==> src/rtl/uart_pkg.sv <==
// Shared UART definitions: receiver FSM states and line-format constants.
package uart_pkg;

  typedef enum logic [1:0] {
    IDLE,
    START,
    DATA,
    STOP
  } rx_state_t;

  localparam int unsigned UART_DATA_BITS            = 8;
  localparam int unsigned UART_DEFAULT_CLKS_PER_BIT = 868;

endpackage

==> src/rtl/sync_2ff.sv <==
// Two-flop synchronizer for a single asynchronous bit.
// Ports: clk, rst (async active-high), d (async input), q (synchronized output).
// RESET_VAL sets the value both flops take in reset (idle level of the line).
module sync_2ff #(
  parameter logic RESET_VAL = 1'b1
) (
  input  logic clk,
  input  logic rst,
  input  logic d,
  output logic q
);

  logic meta;

  always_ff @(posedge clk or posedge rst) begin
    if (rst) begin
      meta <= RESET_VAL;
      q    <= RESET_VAL;
    end else begin
      meta <= d;
      q    <= meta;
    end
  end

endmodule

==> src/rtl/uart_rx_byte.sv <==
// 8N1 serial receiver with a one-entry valid/ready output register.
// Ports: clk, rst (async active-high), rx_i (async serial line, idle high),
//        data_o (received byte, LSB first on the wire), valid_o / ready_i
//        (output handshake), frame_err_o (pulse: stop bit low),
//        overrun_o (pulse: completed byte dropped because output was full).
// data_o is held stable while valid_o is high; it feeds combinational logic.
module uart_rx_byte
  import uart_pkg::*;
#(
  parameter int unsigned CLKS_PER_BIT = UART_DEFAULT_CLKS_PER_BIT
) (
  input  logic                      clk,
  input  logic                      rst,
  input  logic                      rx_i,
  output logic [UART_DATA_BITS-1:0] data_o,
  output logic                      valid_o,
  input  logic                      ready_i,
  output logic                      frame_err_o,
  output logic                      overrun_o
);

  localparam int unsigned CNT_W = $clog2(CLKS_PER_BIT);
  localparam int unsigned IDX_W = 3;

  localparam logic [CNT_W-1:0] HALF_M1  = CNT_W'(CLKS_PER_BIT / 2 - 1);
  localparam logic [CNT_W-1:0] FULL_M1  = CNT_W'(CLKS_PER_BIT - 1);
  localparam logic [IDX_W-1:0] LAST_BIT = IDX_W'(UART_DATA_BITS - 1);

  logic rx;
  logic rx_prev;

  rx_state_t                 state, state_d;
  logic [CNT_W-1:0]          cnt, cnt_d;
  logic [IDX_W-1:0]          bit_idx, bit_idx_d;
  logic [UART_DATA_BITS-1:0] shift, shift_d;
  logic                      deliver;
  logic                      frame_err_d;
  logic [UART_DATA_BITS-1:0] data_d;
  logic                      valid_d;
  logic                      overrun_d;

  sync_2ff #(
    .RESET_VAL(1'b1)
  ) u_rx_sync (
    .clk(clk),
    .rst(rst),
    .d  (rx_i),
    .q  (rx)
  );

  // Next-state, datapath and output-register logic.
  always_comb begin
    state_d     = state;
    cnt_d       = cnt;
    bit_idx_d   = bit_idx;
    shift_d     = shift;
    deliver     = 1'b0;
    frame_err_d = 1'b0;
    data_d      = data_o;
    valid_d     = valid_o;
    overrun_d   = 1'b0;

    case (state)
      IDLE: begin
        // Edge-triggered so a line stuck low does not restart frames.
        if (rx_prev && !rx) begin
          cnt_d   = '0;
          state_d = START;
        end
      end
      START: begin
        if (cnt == HALF_M1) begin
          cnt_d = '0;
          if (!rx) begin
            bit_idx_d = '0;
            state_d   = DATA;
          end else begin
            state_d = IDLE;
          end
        end else begin
          cnt_d = cnt + CNT_W'(1);
        end
      end
      DATA: begin
        if (cnt == FULL_M1) begin
          shift_d   = {rx, shift[UART_DATA_BITS-1:1]};
          cnt_d     = '0;
          bit_idx_d = bit_idx + IDX_W'(1);
          if (bit_idx == LAST_BIT) begin
            state_d = STOP;
          end
        end else begin
          cnt_d = cnt + CNT_W'(1);
        end
      end
      STOP: begin
        if (cnt == FULL_M1) begin
          cnt_d   = '0;
          state_d = IDLE;
          if (rx) begin
            deliver = 1'b1;
          end else begin
            frame_err_d = 1'b1;
          end
        end else begin
          cnt_d = cnt + CNT_W'(1);
        end
      end
      default: state_d = IDLE;
    endcase

    // Output slot: a delivery may replace a byte being accepted this cycle.
    if (deliver) begin
      if (!valid_o || ready_i) begin
        data_d  = shift;
        valid_d = 1'b1;
      end else begin
        overrun_d = 1'b1;
      end
    end else if (valid_o && ready_i) begin
      valid_d = 1'b0;
    end
  end

  // State and output registers.
  always_ff @(posedge clk or posedge rst) begin
    if (rst) begin
      state       <= IDLE;
      cnt         <= '0;
      bit_idx     <= '0;
      shift       <= '0;
      rx_prev     <= 1'b1;
      data_o      <= '0;
      valid_o     <= 1'b0;
      frame_err_o <= 1'b0;
      overrun_o   <= 1'b0;
    end else begin
      state       <= state_d;
      cnt         <= cnt_d;
      bit_idx     <= bit_idx_d;
      shift       <= shift_d;
      rx_prev     <= rx;
      data_o      <= data_d;
      valid_o     <= valid_d;
      frame_err_o <= frame_err_d;
      overrun_o   <= overrun_d;
    end
  end

endmodule

==> config.mk <==
export PLATFORM = sky130hd
export DESIGN_NAME = uart_rx_byte
export DESIGN_NICKNAME = d
export VERILOG_FILES = /design/src/rtl/uart_pkg.sv /design/src/rtl/sync_2ff.sv /design/src/rtl/uart_rx_byte.sv
export SDC_FILE = /design/constraint.sdc
export NUM_CORES = 1
export LEC_CHECK = 0
export ABC_AREA = 1
export BUFFER_PORTS_ARGS = -buffer_cell sky130_fd_sc_hd__buf_2
export CORE_MARGIN = 5
export CORE_UTILIZATION = 45
export DETAILED_ROUTE_END_ITERATION = 8
export PLACE_DENSITY = 0.69
export SYNTH_ARGS = -nofsm -noshare
export SYNTH_HDL_FRONTEND = slang
export SYNTH_SLANG_ARGS = --single-unit
==> constraint.sdc <==
create_clock -name clk -period 4.2 [get_ports clk]
set_clock_uncertainty 0.1 [all_clocks]
set_input_delay 0.42 -clock clk [delete_from_list [all_inputs] [get_ports clk]]
set_output_delay 0.42 -clock clk [all_outputs]
set_load 0.01 [all_outputs]
# After elaboration in Yosys (flattened, before gate mapping)

Cells that the tools add are included.

Flip-flop bits (word level): 37
Word-level logic and storage cells: 66
Output and inout port bits: 11
Bits of input ports: 4

Eq/ne operators: 13
$add $sub $neg: 2
Reduce and logical (&&, ||, !) cells: 14
Multiplexer cells: 26

Operators with widths:

| cell                  | count |
|---|---|
| $mux 10               | 3 |
| $pmux 10 s3           | 1 |
| $mux 2                | 6 |
| $ne 2x2->1 const B    | 6 |
| $mux 1                | 11 |
| $add 10x1->10 const B | 1 |
| $eq 10x10->1 const B  | 1 |
| $eq 10x9->1 const B   | 1 |
| $mux 3                | 3 |
| $pmux 2 s4            | 1 |
| $pmux 3 s2            | 1 |
| $reduce_and 2->1      | 3 |
| $reduce_and 5->1      | 1 |
| $eq 2x2->1 const B    | 2 |
| $reduce_and 4->1      | 1 |
| $reduce_bool 2->1     | 2 |
| $add 3x1->3 const B   | 1 |
| $eq 3x3->1 const B    | 1 |
| $eq 2x1->1 const B    | 1 |
| $logic_and 1x1->1     | 2 |
| $logic_not 1->1       | 2 |
| $logic_not 2->1       | 1 |
| $ne 2x1->1 const B    | 1 |
| $reduce_or 2->1       | 1 |
| $logic_or 1x1->1      | 1 |

# Longest topological paths before layout

Gate-level depths: netlist of run 1.

Depth after elaboration: 5
Gate-level depth with buffers: 11
Mapped depth without buffers: 11

# Hierarchy

A second synthesis of run 1 with hierarchy kept.

Cell total of the unflattened synthesis: 201
Area, all modules: 1791.7 um^2

Modules (own cells, without submodules):

| module       | instances | seq. area each (um^2) | cells an instance | area an instance (um^2) |
|---|---|---|---|---|
| uart_rx_byte | 1         | 877.1                 | 198               | 1735.4 |
| sync_2ff     | 1         | 52.6                  | 3                 | 56.3 |

# Least setup slack after synthesis of run 1

OpenSTA, ideal clock, no wires.

Kind: reg-to-reg
Start point: register cnt[0]
End point: register data_o[3]
Cell stages (with the launch flop): 10
Period minus slack after synthesis: 1.578 ns
Path slack: 2.622 ns
Required time: 3.983 ns
Path buffers: 1
Library setup time: 0.117 ns
Data arrival time: 1.361 ns
Path through: dfrtp_1 ha_1 nand2_1 nor2_2 nand3_4 clkinv_2 nand4_4 buf_6 nand2_2 o21ai_2

Longest elaborated chain between the ends: 4

Ends and longest elaborated chain:

| element                    | line                | text |
|---|---|---|
| start, declared            | uart_rx_byte.sv:33  | `logic [CNT_W-1:0] cnt, cnt_d;` |
| start signal, assigned     | uart_rx_byte.sv:139 | `cnt <= cnt_d;` |
| $eq 10x10->1               | uart_rx_byte.sv:97  | `if (cnt == FULL_M1) begin` |
| $mux 1                     | uart_rx_byte.sv:97  |  |
| $mux 1                     | uart_rx_byte.sv:63  | `case (state)` |
| $reduce_and 2->1 (no line) | --                  |  |
| end signal, assigned       | uart_rx_byte.sv:143 | `data_o <= data_d;` |
| end, declared              | uart_rx_byte.sv:15  | `output logic [UART_DATA_BITS-1:0] data_o,` |

Every way passes these cells.
A chain may end at the register's enable or synchronous reset.

# Worst setup path in the final report of run 1

Start point: register cnt[0]
End point: register data_o[6]

The elaborated chain is that of the path after synthesis.

==> impl_metrics.ini, run 1 <==
[timing]
fin_tns_setup_ns = 0
maxSlewViolCount = 0
final_hold_viol_count = 0
clock.fmax_mhz = 573.7
slew-limit-headroom_pct = 70.29
post-route-period-util_pct = 41.50
final_setup_violating_endpoints = 0
final_hold_slack_ns = 0.1131
fin_ws_ns = 2.457
timing.final.crit_period_ns = 1.743
setup_repair_after_global_routing_missed_its_margin = no
timing_worst_slew_pin_value_ns = 0.4457

[setup_path]
timing.reg2reg.setup_slack_ns = 2.46
timing.critical_path.cells = ha_1 -> nand2_1 -> nor2_2 -> nand3_4 -> clkinv_2 -> nand4_4 -> nand2_1 -> o21ai_2
critPathLaunchType = flip-flop
worstPathBufferInverterCount = 1
worstPathArrival_ns = 1.83
critical_path_class = reg -> reg
path_max_fanout = 17
timing.critical_path.mode_cell = sky130_fd_sc_hd__nand2_1
worst_path_max_delay_cell = sky130_fd_sc_hd__dfrtp_1
timing.critical_path.slowest_cell_delay_ns = 0.41
endpoint_kind = flip-flop
worst_path_dominant_cell_family = simple AND/OR/NAND/NOR gates
worstPathRequired_ns = 4.28

[routing]
num_vias = 1270
route.final.wire_length_mm = 3.035
drt_pre_antenna_iters = 4
antenna_violating_nets_post_route = 0
route.detailed.vias_per_inst = 4.792
route.detailed.wl_per_inst_um = 11.45
first_iter_violations = 110
detail_route.drc_violations = 0

[final_layout]
drive_above_1_share_pct = 21.20
antenna_cells_inserted = 0
utilization_pct = 53.30
areaGrowthSynthToFinish_pct = 13.40
finish.net_count = 224
fill_cells = 348

[cts]
clkSinkCount = 37
htree_levels = 2
clock_tree_from_tritoncts = built
ctsHoldBuffers = 0
clock_path_buffers = 2
cts_post_setup_buffers_inserted = 0
clkLatencyLatePin_ns = 0.29
cts.clk_slew.worst_paths_ns = 0.08
cts_buffers = 5
cts_resized = 0
cts_root_buffer = sky130_fd_sc_hd__clkbuf_8

[outcome]
outcome = finished, final reports clean

[pwr]
power.static_leakage_uw = 0.0009775
power.density_cell_area_nw_per_um2 = 472.6
ir_worst_vdd_v = 0.0003578

[floorplan]
design.die.area_um2 = 5227
die_height_um = 72.30
core_area_um2 = 3716
starting_density_of_the_core_pct = 47.00
ios = 15
core.rowCount = 22
die_x_um = 72.30

[placed_design]
numPortBuffers = 14
place_ws_ns = 2.450
detailed_place_hpwl_mm = 2.203
gp_routability_congestion = 0.8129

[synthesis]
post_synth_inst_count = 196
mappedNetlistNets = 204
postSynthRegisterBits = 37
syn_avg_cell_area_um2 = 8.912
yosysUniqueCellTypes = 25
netlist_area_um2 = 1747
seq_area_frac_synth_pct = 53.22
synth-warning-count = 0

[run]
max_cap_violations = 0

[grt]
maximum_number_of_pins_on_one_net_before_global_route_repair = 38
global_route_wire_length_before_repair_mm = 5.637
grt_pass1_vias = 1263
global_route.overflow_total = 0
gr-usage-all-layers_pct = 14.05
grt_antenna_before_repair = 0

[min_path]
worstHoldPathType = in -> async
[state kept, by name, summed over array words and instances, names as in the netlist, named ones only]
signal          count
shift               8
state               1
valid_o             1
overrun_o           1
bit_idx             3
rx_prev             1
u_rx_sync.meta      1
data_o              8
u_rx_sync.q         1
frame_err_o         1
cnt                10
[cells in the final DEF (no fill, tap or decap), types with 2 or more instances in the layout]
cell                       count
sky130_fd_sc_hd__nor3_1        4
sky130_fd_sc_hd__o21ai_2       9
sky130_fd_sc_hd__o21ai_0      16
sky130_fd_sc_hd__dfrtp_1      34
sky130_fd_sc_hd__nor2_1        6
sky130_fd_sc_hd__nor2_2        3
sky130_fd_sc_hd__nand2_2       2
sky130_fd_sc_hd__inv_1        26
sky130_fd_sc_hd__nand2_1      60
sky130_fd_sc_hd__ha_1          4
sky130_fd_sc_hd__a21oi_1       5
sky130_fd_sc_hd__nor2_4        2
sky130_fd_sc_hd__clkbuf_8      5
sky130_fd_sc_hd__xor2_1        2
sky130_fd_sc_hd__buf_2        14
sky130_fd_sc_hd__nand3_1       8
sky130_fd_sc_hd__dfstp_2       3
sky130_fd_sc_hd__o22ai_1       3
[per-layer routing]
layer	global-route usage (%)	wire length, um
met1	19.96	1548
met2	19.92	1315
met3	4.432	130
met4	5.428	40
met5	0	0
[worst min-delay path, stage by stage]
cell	delay, ns
sky130_fd_sc_hd__buf_2	0.09
sky130_fd_sc_hd__inv_1	0.04
sky130_fd_sc_hd__buf_4	0.39
[final timing paths]
check	from	end	depth (start not counted)
min in group clk	rx_i	u_rx_sync.meta	1
setup reg to reg	cnt[0]	data_o[6]	8
hold / removal	rst	cnt[0]	3
setup / recovery	cnt[0]	data_o[6]	8
max in group asynchronous	rst	rx_prev	3
hold reg to reg	u_rx_sync.meta	u_rx_sync.q	0
[logic make-up (layout without fill, tap and decap cells)]
logic type	after synthesis	in the layout	synth area share (%)
buffers and inverters	30	51	7.163
and+or+nand+nor	88	88	23.35
AOI/OAI and AO/OA	34	34	11.89
DFF	37	37	53.22
xor gates and xnor gates	3	3	1.505
adders and majority gates	4	4	2.865
[synthesized netlist by cell type]
master / count / area, um2
sky130_fd_sc_hd__nand2_2: 2 / 12.51
sky130_fd_sc_hd__o21ai_1: 1 / 5.000
sky130_fd_sc_hd__o21ai_2: 9 / 78.83
sky130_fd_sc_hd__inv_2: 1 / 3.750
sky130_fd_sc_hd__o21ai_0: 16 / 80.08
sky130_fd_sc_hd__nor2_2: 3 / 18.77
sky130_fd_sc_hd__nor3_1: 4 / 20.02
sky130_fd_sc_hd__buf_6: 1 / 11.26
sky130_fd_sc_hd__dfstp_2: 3 / 78.83
sky130_fd_sc_hd__dfrtp_1: 34 / 850.8
sky130_fd_sc_hd__ha_1: 4 / 50.05
sky130_fd_sc_hd__o22ai_1: 3 / 18.77
sky130_fd_sc_hd__buf_4: 1 / 7.510
sky130_fd_sc_hd__a21oi_1: 5 / 25.02
sky130_fd_sc_hd__nand2_1: 60 / 225.2
sky130_fd_sc_hd__nand3_1: 8 / 40.04
sky130_fd_sc_hd__nor2_1: 6 / 22.52
sky130_fd_sc_hd__xor2_1: 2 / 17.52
sky130_fd_sc_hd__nor2_4: 2 / 22.52
sky130_fd_sc_hd__nand3b_1: 1 / 7.510
sky130_fd_sc_hd__xnor2_1: 1 / 8.760
sky130_fd_sc_hd__nand3_4: 1 / 17.52
sky130_fd_sc_hd__clkinv_2: 1 / 5.000
sky130_fd_sc_hd__nand4_4: 1 / 21.27
sky130_fd_sc_hd__inv_1: 26 / 97.59
[power by group]
group          total (uW)  internal [uW]  switching, uW
combinational         209           63.6            145
sequential            422            386           35.6
clock                 306            178            128
[cell type report]
class	count	area (um2)	area share, %
Multi-Input combinational cell	129	691.9	34.93
Tap cell	48	60.06	3.032
Clock buffer	5	68.82	3.474
Clock inverter	3	46.29	2.337
Inverter	28	106.4	5.370
Sequential cell	37	929.6	46.94
Timing Repair Buffer	15	77.57	3.917
[per-stage QoR]
stage          cell area, um2  power (uW)  std cells
6_report                 1981       936.0        265
5_1_grt                  1981        1004        265
4_1_cts                  1981       943.6        265
3_5_place_dp             1866       636.7        257
3_3_place_gp             1866       633.9        257
2_1_floorplan            1747       586.2        196
No activity file was read; power rests on OpenSTA's default activity.
==> inputs of run 2 (changes only) <==
- ABC_AREA: 1 -> 0
- PLACE_DENSITY: 0.69 -> 0.71
- clock period: 4.2 -> 1.5 ns (I/O delays scaled with it)
==> run 2 against run 1 <==
Net effect: the flow now finishes with violations (setup timing); synthesized area grew 2.7%; critical endpoint unchanged; via count grew 7.1%; cell area grew 28%; synthesized cell count shrank 25%; critical path type unchanged; sequential share of layout area shrank 10 points; cell count shrank 2.6%; first-iteration DRC count shrank 52%; non-clock buffer count grew 40; clock power grew to 3.4 times the previous value; core utilization grew 11 points.
==> impl_metrics.ini, run 2 <==
[routing]
drt_pre_antenna_iters = 4
detail_route.drc_violations = 0
route.final.wire_length_mm = 3.933
detailroute.wirelength.met2_mm = 2.031
route.detailed.vias_per_inst = 5.271
route.met3.wl_um = 171
num_vias = 1360
route.detailed.wl_per_inst_um = 15.24
topRoutingLayerUsed = met4
antenna_violating_nets_post_route = 0
wl_met1_mm = 1.636
first_iter_violations = 53

[timing]
fin_ws_ns = -0.2157
fin_tns_setup_ns = -4.579
post-route-period-util_pct = 114.4
timing.final.crit_period_ns = 1.716
maxSlewViolCount = 0
setup_repair_after_global_routing_missed_its_margin = yes
clock.fmax_mhz = 582.9
final_setup_violating_endpoints = 33
slew-limit-headroom_pct = 77.31
timing_worst_slew_pin_value_ns = 0.3399
final_hold_viol_count = 0
final_hold_slack_ns = 0.1046

[final_layout]
multi_input_area_um2 = 940.9
area_used_by_sequential_logic_in_the_layout_um2 = 932.1
finish.net_count = 215
areaGrowthSynthToFinish_pct = 41.31
max_flop_register = cnt
final_cell_mix = sky130_fd_sc_hd__dfrtp_1 (32), sky130_fd_sc_hd__buf_4 (29), sky130_fd_sc_hd__nand2_1 (18)
max_ffs_per_register = 10
fill_cells = 267
largestRegisters = cnt x10, data_o x8, shift x8
layout.cells.most_common = sky130_fd_sc_hd__dfrtp_1
drive_above_1_share_pct = 50.96
antenna_cells_inserted = 0

[synthesis]
mappedNetlistNets = 155
yosysMostFrequentCell = sky130_fd_sc_hd__dfrtp_1
post-synth-top-area-fraction_pct = 47.45
netlist_area_um2 = 1793
synth_enable_flop_cells = 0
synth_common_cells = sky130_fd_sc_hd__dfrtp_1 (34), sky130_fd_sc_hd__nand2_1 (18), sky130_fd_sc_hd__o21ai_0 (9), sky130_fd_sc_hd__mux2_2 (8), sky130_fd_sc_hd__mux2_4 (8)
synth-warning-count = 0
post_synth_inst_count = 147
synth_top_flop_cell = sky130_fd_sc_hd__dfrtp_1
postSynthRegisterBits = 37
syn_avg_cell_area_um2 = 12.20
yosys-top-cells-area = sky130_fd_sc_hd__dfrtp_1 (47%), sky130_fd_sc_hd__mux2_4 (6.7%), sky130_fd_sc_hd__mux2_2 (5.0%)
share_of_synthesized_flip_flops_with_an_asynchronous_set_or_reset_pct = 100.0
yosysUniqueCellTypes = 45
seq_area_frac_synth_pct = 51.85
yosysTopAreaCell = sky130_fd_sc_hd__dfrtp_1

[cts]
clkLatencyLatePin_ns = 0.29
htree_levels = 2
cts.clk_slew.worst_paths_ns = 0.07
clkSinkCount = 37
cts_buffers = 5
clock_path_buffers = 2
clock_tree_from_tritoncts = built
cts_root_buffer = sky130_fd_sc_hd__clkbuf_8

[pwr]
ir_worst_vdd_v = 0.001102
power.static_leakage_uw = 0.001255
power.density_cell_area_nw_per_um2 = 1332

[placed_design]
gp_routability_congestion = 0.8477
detailed_place_hpwl_mm = 2.699
numPortBuffers = 14

[setup_path]
path_max_fanout = 8
timing.reg2reg.setup_slack_ns = -0.22
timing.critical_path.from = cnt[4]
worstPathRequired_ns = 1.58
critical_path_class = reg -> reg
critPathLaunchType = flip-flop
rr_startpoint = cnt[4]
endpoint_kind = flip-flop
worstPathArrival_ns = 1.79

[min_path]
worstHoldPathType = in -> reg
timing.hold.worst.start = ready_i

[floorplan]
core.rowCount = 23
core_area_um2 = 3943
starting_density_of_the_core_pct = 45.48
die_x_um = 73.12
die_height_um = 73.12
design.die.area_um2 = 5347
ios = 15

[outcome]
outcome = complete, but fails checks
failed_checks = setup timing

[run]
max_cap_violations = 0

[grt]
grt_antenna_before_repair = 0
maximum_number_of_pins_on_one_net_before_global_route_repair = 31
global_route_wire_length_before_repair_mm = 6.693
grt_pass1_vias = 1374
gr-usage-all-layers_pct = 16.52
global_route.overflow_total = 0
[run 2: through the flow]
stage	worst slack, ns	area, um2	total power [uW]	util [%]	instances
6_report	-0.2157	2534	3375	64.27	258
5_1_grt	-0.3126	2534	3543	64.27	258
4_1_cts	-0.2093	2445	3219	62.01	254
3_5_place_dp	-0.2237	2188	2042	55.51	240
3_3_place_gp	-0.1775	2188	2010	55.51	240
2_1_floorplan	-0.2394	1810	1637	-	147
[run 2: path summary, 6_finish.rpt]
kind | end | cells past startpoint
worst min register to register | u_rx_sync.q | 0
max in group asynchronous | rx_prev | 4
worst max register to register | data_o[6] | 4
worst max-delay path | data_o[6] | 4
min in group asynchronous | cnt[1] | 3
worst min-delay path | valid_o | 3
[run 2: cells by family (layout without fill, tap and decap cells)]
logic type / count (synthesis) / in the layout / share of synthesized area, %
mux: 19 / 19 / 13.40
compound gates: 23 / 23 / 9.840
fa+ha+maj: 4 / 4 / 2.791
xor+xnor: 4 / 4 / 1.954
simple gates: 51 / 52 / 17.80
buf+inv: 9 / 69 / 2.372
flops: 37 / 37 / 51.85
[run 2: layer usage]
| metal | vias up | global-route usage (%) |
|---|---|---|
| li1 | 655 | - |
| met1 | 655 | 20.76 |
| met2 | 41 | 26.61 |
| met3 | 9 | 4.132 |
| met4 | 0 | 7.582 |
| met5 | - | 0 |
[run 2: area by class of cell]
type / count / share of cell area (%)
multi-input combinational: 102 / 37.14
sequential: 37 / 36.79
timing repair buffer: 55 / 17.28
clock buffer: 5 / 2.716
clock inverter: 3 / 2.716
tap: 50 / 2.469
inverter: 6 / 0.8889
[run 2: what timing repair did]
| item | 4_1_cts | 5_1_grt |
|---|---|---|
| gates cloned | 1 | 0 |
| pin swaps | 13 | 5 |
| resized for setup | 20 | 14 |
| hold buffers | 2 | 0 |
| setup buffers | 3 | 4 |
| endpoints found under the hold margin | 8 | 0 |
| setup endpoints to repair | 34 | 34 |
[run 2: critical path, stage by stage, from the launching register on]
cell and delay, ns:
sky130_fd_sc_hd__dfrtp_1 0.39, sky130_fd_sc_hd__and4bb_4 0.39, sky130_fd_sc_hd__and3_4 0.22, sky130_fd_sc_hd__nand3_4 0.16, sky130_fd_sc_hd__mux2_4 0.34
[run 2: power breakdown]
group          leakage [uW]  internal [uW]  switching, uW  total [uW]
Clock             0.0000687            669            375        1040
Combinational      0.000700            569            547        1120
Sequential         0.000487           1120           97.8        1210
Total               0.00126           2350           1020        3370
